===== src/rtl/pipelined_carry_chain_adder.sv =====
// Pipelined W-bit add/subtract: one SEG-bit carry-chain segment per stage, operands
// skewed forward and finished segments carried along so each result leaves aligned.
module pipelined_carry_chain_adder #(
  parameter int W   = 64,
  parameter int SEG = 16
) (
  input  logic         clk,
  input  logic         rst,
  input  logic         in_valid,
  output logic         in_ready,
  input  logic [W-1:0] a,
  input  logic [W-1:0] b,
  input  logic         c_in,
  input  logic         sub,
  output logic         out_valid,
  input  logic         out_ready,
  output logic [W-1:0] sum,
  output logic         c_out,
  output logic         ovf
);

  localparam int NSTG = W / SEG;

  generate
    if ((W % SEG) != 0 || (SEG % 2) != 0) begin : g_param_check
      $error("pipelined_carry_chain_adder: W must be a multiple of SEG and SEG must be even");
    end
  endgenerate

  // One segment built from 2-bit slices; the carry ripples through all slices in-cycle.
  function automatic logic [SEG:0] seg_add(input logic [SEG-1:0] x,
                                           input logic [SEG-1:0] y,
                                           input logic           ci);
    logic [SEG:0] r;
    logic [2:0]   t;
    logic         c;
    r = '0;
    c = ci;
    for (int i = 0; i < SEG / 2; i++) begin
      t = {1'b0, x[2*i +: 2]} + {1'b0, y[2*i +: 2]} + {2'b00, c};
      r[2*i +: 2] = t[1:0];
      c = t[2];
    end
    r[SEG] = c;
    return r;
  endfunction

  logic         adv;
  logic [W-1:0] b_eff;
  logic         cin_eff;

  // Per-stage registers: index k holds the beat after segment k has been summed.
  logic         vld_p [NSTG];
  logic [W-1:0] a_p   [NSTG];
  logic [W-1:0] b_p   [NSTG];
  logic [W-1:0] sum_p [NSTG];
  logic         cy_p  [NSTG];

  logic         vld_d   [NSTG];
  logic [W-1:0] a_d     [NSTG];
  logic [W-1:0] b_d     [NSTG];
  logic [W-1:0] sum_d   [NSTG];
  logic         cy_d    [NSTG];
  logic [SEG:0] seg_res [NSTG];

  assign out_valid = vld_p[NSTG-1];
  assign adv       = out_ready | ~out_valid;
  assign in_ready  = adv;
  assign b_eff     = sub ? ~b : b;
  assign cin_eff   = sub | c_in;

  always_comb begin
    for (int k = 0; k < NSTG; k++) begin
      vld_d[k]   = 1'b0;
      a_d[k]     = '0;
      b_d[k]     = '0;
      sum_d[k]   = '0;
      cy_d[k]    = 1'b0;
      seg_res[k] = '0;
    end

    // Stage 0: segment 0 straight from the accepted operands
    seg_res[0]          = seg_add(a[SEG-1:0], b_eff[SEG-1:0], cin_eff);
    vld_d[0]            = in_valid;
    a_d[0]              = a;
    b_d[0]              = b_eff;
    sum_d[0][SEG-1:0]   = seg_res[0][SEG-1:0];
    cy_d[0]             = seg_res[0][SEG];

    // Stage k: segment k from the skewed operands and the registered carry
    for (int k = 1; k < NSTG; k++) begin
      seg_res[k]               = seg_add(a_p[k-1][k*SEG +: SEG], b_p[k-1][k*SEG +: SEG], cy_p[k-1]);
      vld_d[k]                 = vld_p[k-1];
      a_d[k]                   = a_p[k-1];
      b_d[k]                   = b_p[k-1];
      sum_d[k]                 = sum_p[k-1];
      sum_d[k][k*SEG +: SEG]   = seg_res[k][SEG-1:0];
      cy_d[k]                  = seg_res[k][SEG];
    end
  end

  always_ff @(posedge clk or posedge rst) begin
    if (rst) begin
      for (int k = 0; k < NSTG; k++) begin
        vld_p[k] <= 1'b0;
        a_p[k]   <= '0;
        b_p[k]   <= '0;
        sum_p[k] <= '0;
        cy_p[k]  <= 1'b0;
      end
    end else if (adv) begin
      for (int k = 0; k < NSTG; k++) begin
        vld_p[k] <= vld_d[k];
        a_p[k]   <= a_d[k];
        b_p[k]   <= b_d[k];
        sum_p[k] <= sum_d[k];
        cy_p[k]  <= cy_d[k];
      end
    end
  end

  // Output stage: signed overflow uses the effective (possibly inverted) B sign
  assign sum   = sum_p[NSTG-1];
  assign c_out = cy_p[NSTG-1];
  assign ovf   = (a_p[NSTG-1][W-1] == b_p[NSTG-1][W-1]) &
                 (sum_p[NSTG-1][W-1] != a_p[NSTG-1][W-1]);

endmodule

===== config.mk =====
export PLATFORM = sky130hd
export DESIGN_NAME = pipelined_carry_chain_adder
export DESIGN_NICKNAME = d
export VERILOG_FILES = /design/src/rtl/pipelined_carry_chain_adder.sv
export SDC_FILE = /design/constraint.sdc
export NUM_CORES = 1
export LEC_CHECK = 0
export CAP_MARGIN = 0
export CORE_ASPECT_RATIO = 1.2
export CORE_MARGIN = 3
export CORE_UTILIZATION = 55
export DETAILED_ROUTE_END_ITERATION = 7
export PLACE_DENSITY = 0.87
export SETUP_SLACK_MARGIN = 0.3
export SKIP_LAST_GASP = 1
export SLEW_MARGIN = 5
export SYNTH_ARGS = -nofsm -noshare
export SYNTH_HDL_FRONTEND = slang
export SYNTH_SLANG_ARGS = --single-unit

===== constraint.sdc =====
create_clock -name clk -period 29.1 [get_ports clk]
set_clock_uncertainty 0.1 [all_clocks]
set_input_delay 4.365 -clock clk [delete_from_list [all_inputs] [get_ports clk]]
set_output_delay 4.365 -clock clk [all_outputs]
set_load 0.03 [all_outputs]

==> results.md, run 1 <==
- # port buffers: 201
- Worst reg2reg setup slack: 21.79 ns
- Core footprint: 28,000 um^2
- Count leader, synth: dfrtp_1
- Clock root cell: clkbuf_16
- Synth Instances: 968
- Setup TNS: 0 ns
- Final nets: 1,364
- Area of the multi-input gates: between 6000 and 7000 um^2
- Clock-pin slew on the worst setup and hold paths: ~0.06 ns
- Setup crit end kind: flop
- Synth Register Bits: about 360
- HP Class: flop to flop
- Reg area: 9060 um^2
- Vias: 8,072
- DRT Wirelength: ~28 mm
- Synth area leader: dfrtp_1
- CTS tree: done
- Via/cell ratio: around 5.1
- Clk sinks: 362
- Final slew viol count: 0
- GPL Wtd Cong: between 0.7 and 0.8
- DR pass1 iterations: 4
- Gr usage total: 18.7%
- Async SR Flop Fraction: 100%
- Data required, critical path: about 30 ns
- Synthesized area per cell: ~16 um^2
- Drt wl/cell: 17.7 um
- Period utilization: approximately two fifths
- I/O pin count: 202
- Clock buffer count from CTS: 37
- Ant diodes: 0
- First-pass GRT wire length: 46.1 mm
- PostCTS Resize Cnt: 0
- Post-synthesis cell area: about 16,000 um^2
- Post-route minimum period: 11.50 ns
- Post-CTS repair timing setup buffer count: 0
- DIE WIDTH: around 160 um
- Grt total ovfl: 0
- Final setup viols: 0
- Crit start category: primary input
- Filler instances: 1,948
- Residual DRC count: 0
- Fmax: 86.9 MHz
- Share of layout cells above drive strength 1: 33.9%
- Area Overhead vs Synth: 21.8%
- Largest net degree at the start of global routing: 146
- Worst Max-Slew Pin Slew: 1.14 ns
- Peak supply drop: 0.0633 mV
- Hold-fix buffers, CTS: 0
- Leakage: just over 0.008 uW
- Number of synthesized flops with an enable pin: 0
- Starting Density: 56.0%
- DP HPWL: 18.4 mm
- Drt initial violations: 327
- Yosys warnings: 0
- Crit-path max FO: 29
- Die area: slightly above 30,000 um^2
- Status: finished clean
- Netlist cell types: 19
- Initial antenna violation count: 0
- Clock Latency Late Sink: 0.50 ns
- Top post-synthesis cells by count: dfrtp_1 (362), mux2_2 (295), fa_1 (64)
- H-tree level count: 2
- Utilization after layout: approximately two thirds
- WS Path Type: primary input to flop
- Seq/Total Area, Yosys: 57.8%
- Final ANT Viol Nets: 0
- PD cells: 111 nW/um^2
- Main synth FF type: dfrtp_1
- Die height: roughly 190 um
- Maximum capacitance violations: 0
- Num rows: 67
- Fin. Hold Viols: 0
- Vias in the first global route: 8,846
- Max Root-Sink Buffers: 3
- Slew Limit Headroom: about a quarter
- Worst path arrival time: 11.79 ns
- Syn nets: 1,166
- Top cells by area, synth: dfrtp_1 (58%), mux2_2 (21%), fa_1 (8.2%)
- RSZ-0062 raised after global routing: false
- Synth top area share: 57.8%
## worst max-delay path: stages
cell	delay, ns
buf_4	0.41
xnor2_1	0.19
fa_1	0.44
fa_1	0.40
fa_1	0.42
fa_1	0.40
fa_1	0.41
fa_1	0.39
fa_1	0.40
fa_1	0.40
fa_1	0.39
fa_1	0.40
fa_1	0.39
fa_1	0.43
fa_1	0.40
fa_1	0.39
fa_1	0.36
inv_1	0.07
fa_1	0.40
mux2_2	0.28
## registers in the layout, indices dropped and copies added, names as in the netlist
| register | count |
|---|---|
| sum | 64 |
| cy_p | 3 |
| sum_d | 96 |
| b_p | 1 |
| b_d | 96 |
| a_d | 96 |
| vld_d | 3 |
| out_valid | 1 |
| a_p | 1 |
| c_out | 1 |
## path summary, 6_finish.rpt
path,start,end,cells after the start
max reg2reg,cy_p[1]$_DFFE_PP0P_,sum[63]$_DFFE_PP0P_,20
min in group asynchronous,rst,sum[41]$_DFFE_PP0P_,2
max in group asynchronous,rst,sum_d[87]$_DFFE_PP0P_,5
min reg2reg,vld_d[0]$_DFFE_PP0P_,out_valid$_DFFE_PP0P_,1
min,vld_d[0]$_DFFE_PP0P_,out_valid$_DFFE_PP0P_,1
max,sub,sum_d[143]$_DFFE_PP0P_,20
## through the flow
stage	hold slack [ns]	setup slack [ns]	instance area [um^2]	cells	total power, uW
2_1_floorplan	0.330	14.59	15700	968	1410
3_3_place_gp	0.339	17.24	17900	1506	1620
3_5_place_dp	0.342	17.11	17900	1506	1670
4_1_cts	0.356	17.62	19100	1570	2150
5_1_grt	0.379	17.36	19100	1570	2260
6_report	0.354	17.60	19100	1570	2120
## cells by family (layout without fill, tap and decap cells)
family | Yosys count | in the layout | synth area share (%)
adder cells (fa/ha/maj) | 64 | 64 | 8.17
XOR/XNOR | 64 | 64 | 3.58
buffers and inverters | 89 | 312 | 3.19
AND/OR/NAND/NOR | 27 | 27 | 1.27
AO/OA/AOI/OAI | 23 | 23 | 0.742
multiplexers | 339 | 339 | 25.3
flip-flops | 362 | 362 | 57.8
## routing by layer
metal | up-vias | GRT usage [%] | routed length [um]
met5 | - | 0 | 0
met4 | 0 | 4.97 | 673
met3 | 46 | 3.94 | 1380
met2 | 156 | 31.3 | 14000
met1 | 4197 | 25.2 | 11700
li1 | 3673 | - | -
## power by group
part	internal (uW)	leakage, uW	switching, uW
Sequential	733	0.00419	135
Clock	281	0.000596	186
Combinational	437	0.00338	344
## placed cells by master (no fill, tap or decap)
master             n
buf_4             10
nor2_1             1
inv_1             37
fa_1              64
clkbuf_16         39
nand2b_4           1
mux2_2           295
a21oi_1           22
clkinv_2           5
mux2i_1            4
inv_6              2
nand2b_1           2
inv_8              1
clkinvlp_4         2
mux2_4            40
nand2_1            1
xnor2_1           17
bufinv_16          2
xor2_1            47
clkbuf_8           7
clkbuf_1           7
o22ai_1            1
nor3b_1           22
clkdlybuf4s50_1  200
dfrtp_1          362
## cell type report
class / count / area share [%]
tap: 379 / 2.48
clock buffer: 53 / 5.75
inverter: 38 / 0.786
timing repair buffer: 210 / 10.9
clock inverter: 11 / 0.616
multi-input combinational: 517 / 32.0
sequential: 362 / 47.4
Note: power is estimated with default switching activity, not from simulation.
==> inputs of run 2 (changes only) <==
clock period = 11.1 ns   (was 29.1 ns; I/O delays follow)
==> results.md, run 2 (synthesis results as in run 1) <==
- Clock root cell: clkbuf_16
- Worst-path cell chain: buf_4, xnor2_1, fa_1, fa_1, fa_1, fa_1, fa_1, fa_1, fa_1, fa_1, fa_1, fa_1, fa_1, fa_1, fa_1, fa_1, fa_1, inv_1, fa_1, mux2_2
- RSZ-0062 raised after global routing: false
- Starting Density: around 56%
- Vias in the first global route: slightly below 9,000
- Gr usage total: 18.1%
- Crit. path cell count: 20
- Vias: 8,043
- PD cells: 291 nW/um^2
- Core footprint: 28,000 um^2
- Residual DRC count: 0
- Die height: around 190 um
- Clock Latency Late Sink: 0.51 ns
- Area Overhead vs Synth: 21.8%
- DIE WIDTH: 160 um
- H-tree level count: 2
- Final nets: 1,366
- DP HPWL: 18.1 mm
- Peak supply drop: 0.160 mV
- DRT Wirelength: 27.0 mm
- CP Buf/Inv Count: 2
- Initial antenna violation count: 0
- Final slew viol count: 0
- Worst path arrival time: 9.02 ns
- Hold-fix buffers, CTS: 0
- Status: finished clean
- Worst Max-Slew Pin Slew: 1.05 ns
- CP max stage cell: fa_1
- WHS Path Cells: 1
- Slowest stage delay, CP: roughly 0.43 ns
- Data required, critical path: around 11 ns
- Most common cell after layout, fill and taps aside: dfrtp_1
- Clk sinks: 362
- Die area: 30,600 um^2
- Filler instances: around 1,900
- PostCTS Resize Cnt: 0
- Via/cell ratio: 5.12
- Final setup viols: 0
- Maximum capacitance violations: 0
- Max Root-Sink Buffers: 3
- Setup crit end kind: flop
- Final ANT Viol Nets: 0
- Ant diodes: 0
- Grt total ovfl: 0
- First-pass GRT wire length: 45.0 mm
- HP Class: flop to flop
- Reg2Reg Depth: 20
- CTS tree: done
- GPL Wtd Cong: around 0.76
- CP most frequent cell: fa_1
- Fmax: 114 MHz
- Crit-path max FO: 29
- WS Path Type: primary input to flop
- DR pass1 iterations: 4
- Leakage: 0.00817 uW
- Clock buffer count from CTS: 37
- Period utilization: between 70% and 80%
- # port buffers: 201
- Drt initial violations: about 320
- CP delay by family, top: adder cells
- DP Cell Count: roughly 1,500
- Num rows: 67
- Finished Layout Cells: 1,570
- Post-CTS repair timing setup buffer count: 0
- Slew Limit Headroom: between 20 and 30%
- Crit start category: primary input
- Share of layout cells above drive strength 1: about a third
- Largest net degree at the start of global routing: 80
- Post-route minimum period: 8.74 ns
- Drt wl/cell: 17.2 um
- Fin. Hold Viols: 0
- Clock-pin slew on the worst setup and hold paths: 0.06 ns
- Setup TNS: 0 ns
- I/O pin count: 202
- Most frequent cells in the layout: dfrtp_1 (362), mux2_2 (295), clkdlybuf4s50_1 (200)
[run 2: cell count changes in the layout (fill, tap and decap cells not counted), sizes merged]
cell      previous run  this run
bufinv               2         3
inv                 40        38
clkinvlp             2         1
buf                 10        12
[run 2: metal layers]
| metal | track usage (%) | vias to the layer above | part of all wire, % |
|---|---|---|---|
| met4 | 4.61 | 0 | 2.0 |
| met1 | 24.0 | 4172 | 42 |
| met5 | 0 | - | 0 |
| met3 | 4.20 | 42 | 5.0 |
| li1 | - | 3671 | - |
| met2 | 30.5 | 158 | 51 |
[run 2: cell type report]
class                   instances  area (um^2)  share of cell area (%)
flip-flops and latches        362         9060                    47.4
multi-input cells             517         6120                    32.0
repair buffers                212         2090                    11.0
clock buffers                  53         1090                    5.70
well taps                     379          474                    2.48
inverters                      38          146                   0.766
clock inverters                 9          124                   0.648
[run 2: metrics by stage]
step	hold slack [ns]	total power [uW]	setup WS (ns)	area, um^2	utilization, %
2_1_floorplan	0.330	3710	2.07	15700	-
3_3_place_gp	0.339	4250	1.95	17900	63.9
3_5_place_dp	0.349	4360	1.84	17900	63.9
4_1_cts	0.361	5640	2.37	19100	68.2
5_1_grt	0.383	5920	2.12	19100	68.2
6_report	0.356	5560	2.36	19100	68.2
[run 2: power breakdown]
part	internal [uW]	switching [uW]	leakage [uW]	total, uW
Sequential	1920	356	0.00419	2280
Combinational	1150	899	0.00338	2050
Clock	749	481	0.000600	1230
Total	3820	1740	0.00817	5560
[run 2: path summary, 6_finish.rpt]
kind	start	end	slack, ns
setup / recovery	sub	sum_d[143]$_DFFE_PP0P_	2.36
hold / removal	vld_d[0]$_DFFE_PP0P_	out_valid$_DFFE_PP0P_	0.36
setup reg to reg	a_d[48]$_DFFE_PP0P_	sum[63]$_DFFE_PP0P_	3.79
hold reg to reg	vld_d[0]$_DFFE_PP0P_	out_valid$_DFFE_PP0P_	0.36
max in group asynchronous	rst	b_d[177]$_DFFE_PP0P_	7.18
min in group asynchronous	rst	sum[7]$_DFFE_PP0P_	1.53
==> inputs of run 3 (changes only) <==
CORE_UTILIZATION = 50   (was 55)
PLACE_DENSITY = 0.84   (was 0.87)
clock period = 7.35 ns   (was 11.1 ns; I/O delays follow)
==> results.md, run 3 (synthesis results as in run 1) <==
- Status: finished, violations left
- Violated checks: setup timing
- DIE WIDTH: 168 um
- M1 wire length: 11.6 mm
- Vias in the first global route: about 8,900
- Period utilization: 100%
- Final ANT Viol Nets: 0
- First-pass GRT wire length: about 46 mm
- Maximum capacitance violations: 0
- PD cells: 439 nW/um^2
- Routed length on met2: around 14 mm
- Starting Density: 51.1%
- Most common cell after layout, fill and taps aside: dfrtp_1
- Post-CTS repair timing setup buffer count: 0
- Setup TNS: -0.0161 ns
- Clock buffer count from CTS: 37
- Clk sinks: 362
- H-tree level count: 2
- Largest net degree at the start of global routing: 184
- Die area: 33,500 um^2
- CP max stage cell: clkdlybuf4s50_1
- Initial antenna violation count: 2
- Area Overhead vs Synth: 23.0%
- Die height: 200 um
- Gr usage total: 17.1%
- Filler instances: roughly 2,200
- DP HPWL: 18.6 mm
- HP Class: flop to flop
- Crit-path max FO: 1
- Slew Limit Headroom: 29.2%
- Fmax: 136 MHz
- Area of the multi-input gates: approximately 6200 um^2
- Setup crit end kind: flop
- Max Root-Sink Buffers: 3
- Worst-path cell chain: clkdlybuf4s50_1, inv_1, fa_2, fa_2, fa_2, fa_2, fa_2, fa_2, fa_2, fa_2, fa_2, fa_2, fa_2, fa_2, fa_2, fa_2, fa_2, inv_2, fa_1, mux2_2
- Clock Latency Late Sink: between 0.5 and 0.6 ns
- # port buffers: ~200
- DR pass1 iterations: 4
- DR WL met3: about 1.3 mm
- I/O pin count: 202
- CTS tree: done
- Grt total ovfl: 0
- Num rows: 70
- Drt wl/cell: 17.6 um
- Clock-pin slew on the worst setup and hold paths: 0.06 ns
- Worst path arrival time: roughly 7.7 ns
- Residual DRC count: 0
- Crit start category: primary input
- Final nets: 1,367
- DP Cell Count: around 1,500
- Leakage: 0.00818 uW
- Final setup viols: 1
- Drt initial violations: 394
- Most frequent cells in the layout: dfrtp_1 (362), mux2_2 (295), clkdlybuf4s50_1 (199)
- Vias: 8,058
- GPL Wtd Cong: around 0.73
- Reg area: 9060 um^2
- DRT Wirelength: 28.0 mm
- Share of layout cells above drive strength 1: 37.4%
- RSZ-0062 raised after global routing: true
- Fin. Hold Viols: 0
- Clock root cell: clkbuf_16
- WS Path Type: primary input to flop
- Post-route minimum period: 7.37 ns
- Worst Max-Slew Pin Slew: 1.06 ns
- Utilization after layout: roughly 63%
- Uppermost layer routed: met5
- Hold-fix buffers, CTS: 0
- Via/cell ratio: about 5.1
- CP most frequent cell: fa_2
- Peak supply drop: 0.309 mV
- PostCTS Resize Cnt: 9
- Finished Layout Cells: 1,593
- Worst setup margin: -0.0161 ns
- Final slew viol count: 0
- Slowest stage delay, CP: 0.46 ns
- Data required, critical path: 7.64 ns
- Core footprint: 30,700 um^2
[run 3: changes by cell type in the layout (fill, tap and decap cells not counted), moves of 2 or more]
cell and delta:
clkbuf_1 -2, clkinv_4 +3, diode_2 +2, clkbuf_16 -2
clkinv_2 +3, inv_2 +2, fa_2 +35, fa_1 -35
inv_1 -2, buf_12 +2
[run 3: worst paths after layout]
kind	from	endpoint	slack (ns)	depth (start not counted)
worst max-delay path	a[0]	sum_d[143]$_DFFE_PP0P_	-0.02	20
worst min-delay path	vld_d[0]$_DFFE_PP0P_	out_valid$_DFFE_PP0P_	0.35	1
worst max register to register	cy_p[1]$_DFFE_PP0P_	sum[63]$_DFFE_PP0P_	0.53	20
worst min register to register	vld_d[0]$_DFFE_PP0P_	out_valid$_DFFE_PP0P_	0.35	1
max in group asynchronous	rst	a_d[184]$_DFFE_PP0P_	4.67	3
min in group asynchronous	rst	sum[4]$_DFFE_PP0P_	1.03	2
[run 3: cell type report]
type,count,share of cell area [%]
Sequential cell,362,47.0
Multi-Input combinational cell,517,32.3
Timing Repair Buffer,213,11.0
Clock buffer,50,5.42
Tap cell,396,2.57
Clock inverter,15,0.967
Inverter,38,0.759
Antenna cell,2,0.0260
[run 3: metrics by stage]
stage	cell area [um^2]	hold WS (ns)	total power, uW	setup WS [ns]
global route	19300	0.382	9070	-0.132
floorplan	15800	0.330	5610	-0.309
detailed placement	18000	0.353	6610	-0.595
finish	19300	0.354	8480	-0.0161
CTS	19200	0.361	8580	0.0137
global placement	18000	0.346	6450	-0.575
[run 3: power by group]
group	leakage, uW	internal, uW	total [uW]	switching (uW)
logic	0.00337	1770	3170	1400
registers	0.00419	2900	3420	522
clock network	0.000614	1140	1880	744
[run 3: layer usage]
layer	GRT usage, %	vias to the layer above
met3	3.57	52
li1	-	3696
met2	29.5	155
met1	22.0	4153
met5	0	-
met4	5.24	2
[run 3: worst max-delay path, delay by kind of cell]
kind	cells	cell delay, ns
buf+inv	3	0.58
mux	1	0.27
fa+ha+maj	16	5.69
==> edit: new RTL, config.mk and constraints of run 3 <==
Set the parameter `W` to 128 (it was 64).
--- a/src/rtl/pipelined_carry_chain_adder.sv
+++ b/src/rtl/pipelined_carry_chain_adder.sv
@@ -3,3 +3,3 @@
 module pipelined_carry_chain_adder #(
-  parameter int W   = 64,
+  parameter int W   = 128,
   parameter int SEG = 16
Ports: changed (resized a, b and sum); port bits go from 202 to 394. No check against the original RTL was run, so the function may have changed too.
==> edit against run 3 <==
  * Cell area grew to 3.8 times the old value
  * Power grew to 4.0 times the old value
  * Worst setup slack better by 0.079 ns
  * Synthesized area rose to 4.0 times the old value
  * Clock power increased to 4.0 times the old value
  * Sequential cell count grew 1128
  * Synthesized cell count rose to 3.6 times the old value
  * Wire length rose to 4.0 times the old value
  * Sequential share of layout area rose by 3.9 points
  * Largest cell class unchanged
==> edit: results (changes against run 3) <==
| Metric | Value |
|---|---|
| Worst r2r src | a_d[224]$_DFFE_PP0P_ |
| Grt met3 use | 4.270% (+0.71 points) |
| Gates resized, CTS repair | 34 (+25) |
| Inserted Diodes | 12 (+10) |
| CP Capture Point | sum_d[783]$_DFFE_PP0P_ |
| Synth cell count leaders | dfrtp_1 (1490), mux2_4 (947), mux2_1 (504), fa_1 (128), xor2_1 (111) |
| Adder-Cell Fraction of Synth Area | 4.047% (-4.1 points) |
| Pin count of the biggest net entering global routing | 185 (+0.54%) |
| Reg power frac | 43.0% (+2.6 points) |
| Worst hold endpoint | b_d[569]$_DFFE_PP0P_ |
| Arr. time, crit path | 7.81 ns (+0.15 ns) |
| Num CTS Buffers | 147 (+300%) |
| Clock share of power | 21.9% (-0.3 points) |
| Clock-cell share of area | 6.657% (+0.27 points) |
| Share of layout cells above drive strength 1 | 32.57% (-4.8 points) |
| Place WS | -1.330 ns (-0.7349 ns) |
| Clock sinks | 1490 (+310%) |
| Post-synthesis sequential area ratio | 58.89% (+1.1 points) |
| VDD IR-drop max | 0.2904 mV (-6.0%) |
| GR Util met2 | 27.59% (-1.9 points) |
| Top post-synthesis cells by area | dfrtp_1 (59%), mux2_4 (22%), mux2_1 (9.0%) |
| Fin nets | 4319 (+220%) |
| Compound-Gate Fraction of Synth Area | 0.4189% (-0.32 points) |
| Mux cell area share after synthesis | 31.55% (+6.3 points) |
| Area of the multi-input gates | 24320 um^2 (+290%) |
| Status | completed |
| Worst Hold Margin | 0.3646 ns (+0.01039 ns) |
| P_leak | 0.03374 uW (+310%) |
| Inverters | 66 (+74%) |
| #MultiIn Comb | 1781 (+240%) |
| DRT iter0 DRCs | 1657 (+320%) |
| Fillers | 9025 (+300%) |
| Layout clock buffers | 215 (+330%) |
| DRT Pass-1 Iters | 6 (+2) |
| GPL Wtd Cong | 0.7649 (+4.4%) |
| Syn_nets | 3914 (+240%) |
| Reg-to-reg endpoint | sum_d[111]$_DFFE_PP0P_ |
| Int Power | 24120 uW (+320%) |
| Share of the synthesized area in the top cell type | 58.89% (+1.1 points) |
| Slew Limit Headroom | 21.03% (-8.2 points) |
| Hold wc startpoint | b_d[697]$_DFFE_PP0P_ |
| M1 GR Usage | 23.61% (+1.6 points) |
-- edit: cell count changes after synthesis, moves of 5 or more --
cell | before | now
a21oi_1 | 22 | 1
a21oi_2 | 0 | 29
buf_2 | 16 | 67
buf_4 | 23 | 2
buf_6 | 8 | 109
clkbuf_1 | 4 | 9
dfrtp_1 | 362 | 1490
fa_1 | 64 | 128
inv_1 | 38 | 66
mux2_1 | 0 | 504
mux2_2 | 295 | 0
mux2_4 | 40 | 947
nor3b_1 | 22 | 30
xor2_1 | 47 | 111
-- edit: stage by stage --
step	utilization [%]	area, um^2	std cells	total power, uW
6_report	58.54	73320	5709	34250
5_1_grt	58.52	73300	5700	36370
4_1_cts	58.47	73240	5697	34680
3_5_place_dp	54.51	68280	5436	26780
3_3_place_gp	54.51	68280	5436	26080
2_1_floorplan	-	63320	3524	23870
-- edit: routing by layer --
layer	wire length, um	part of all wire, %	up-vias
met4	3253	2.9	6
met2	53360	48	468
met5	41	0.037	-
li1	-	-	12993
met1	49160	44	14945
met3	5899	5.3	187
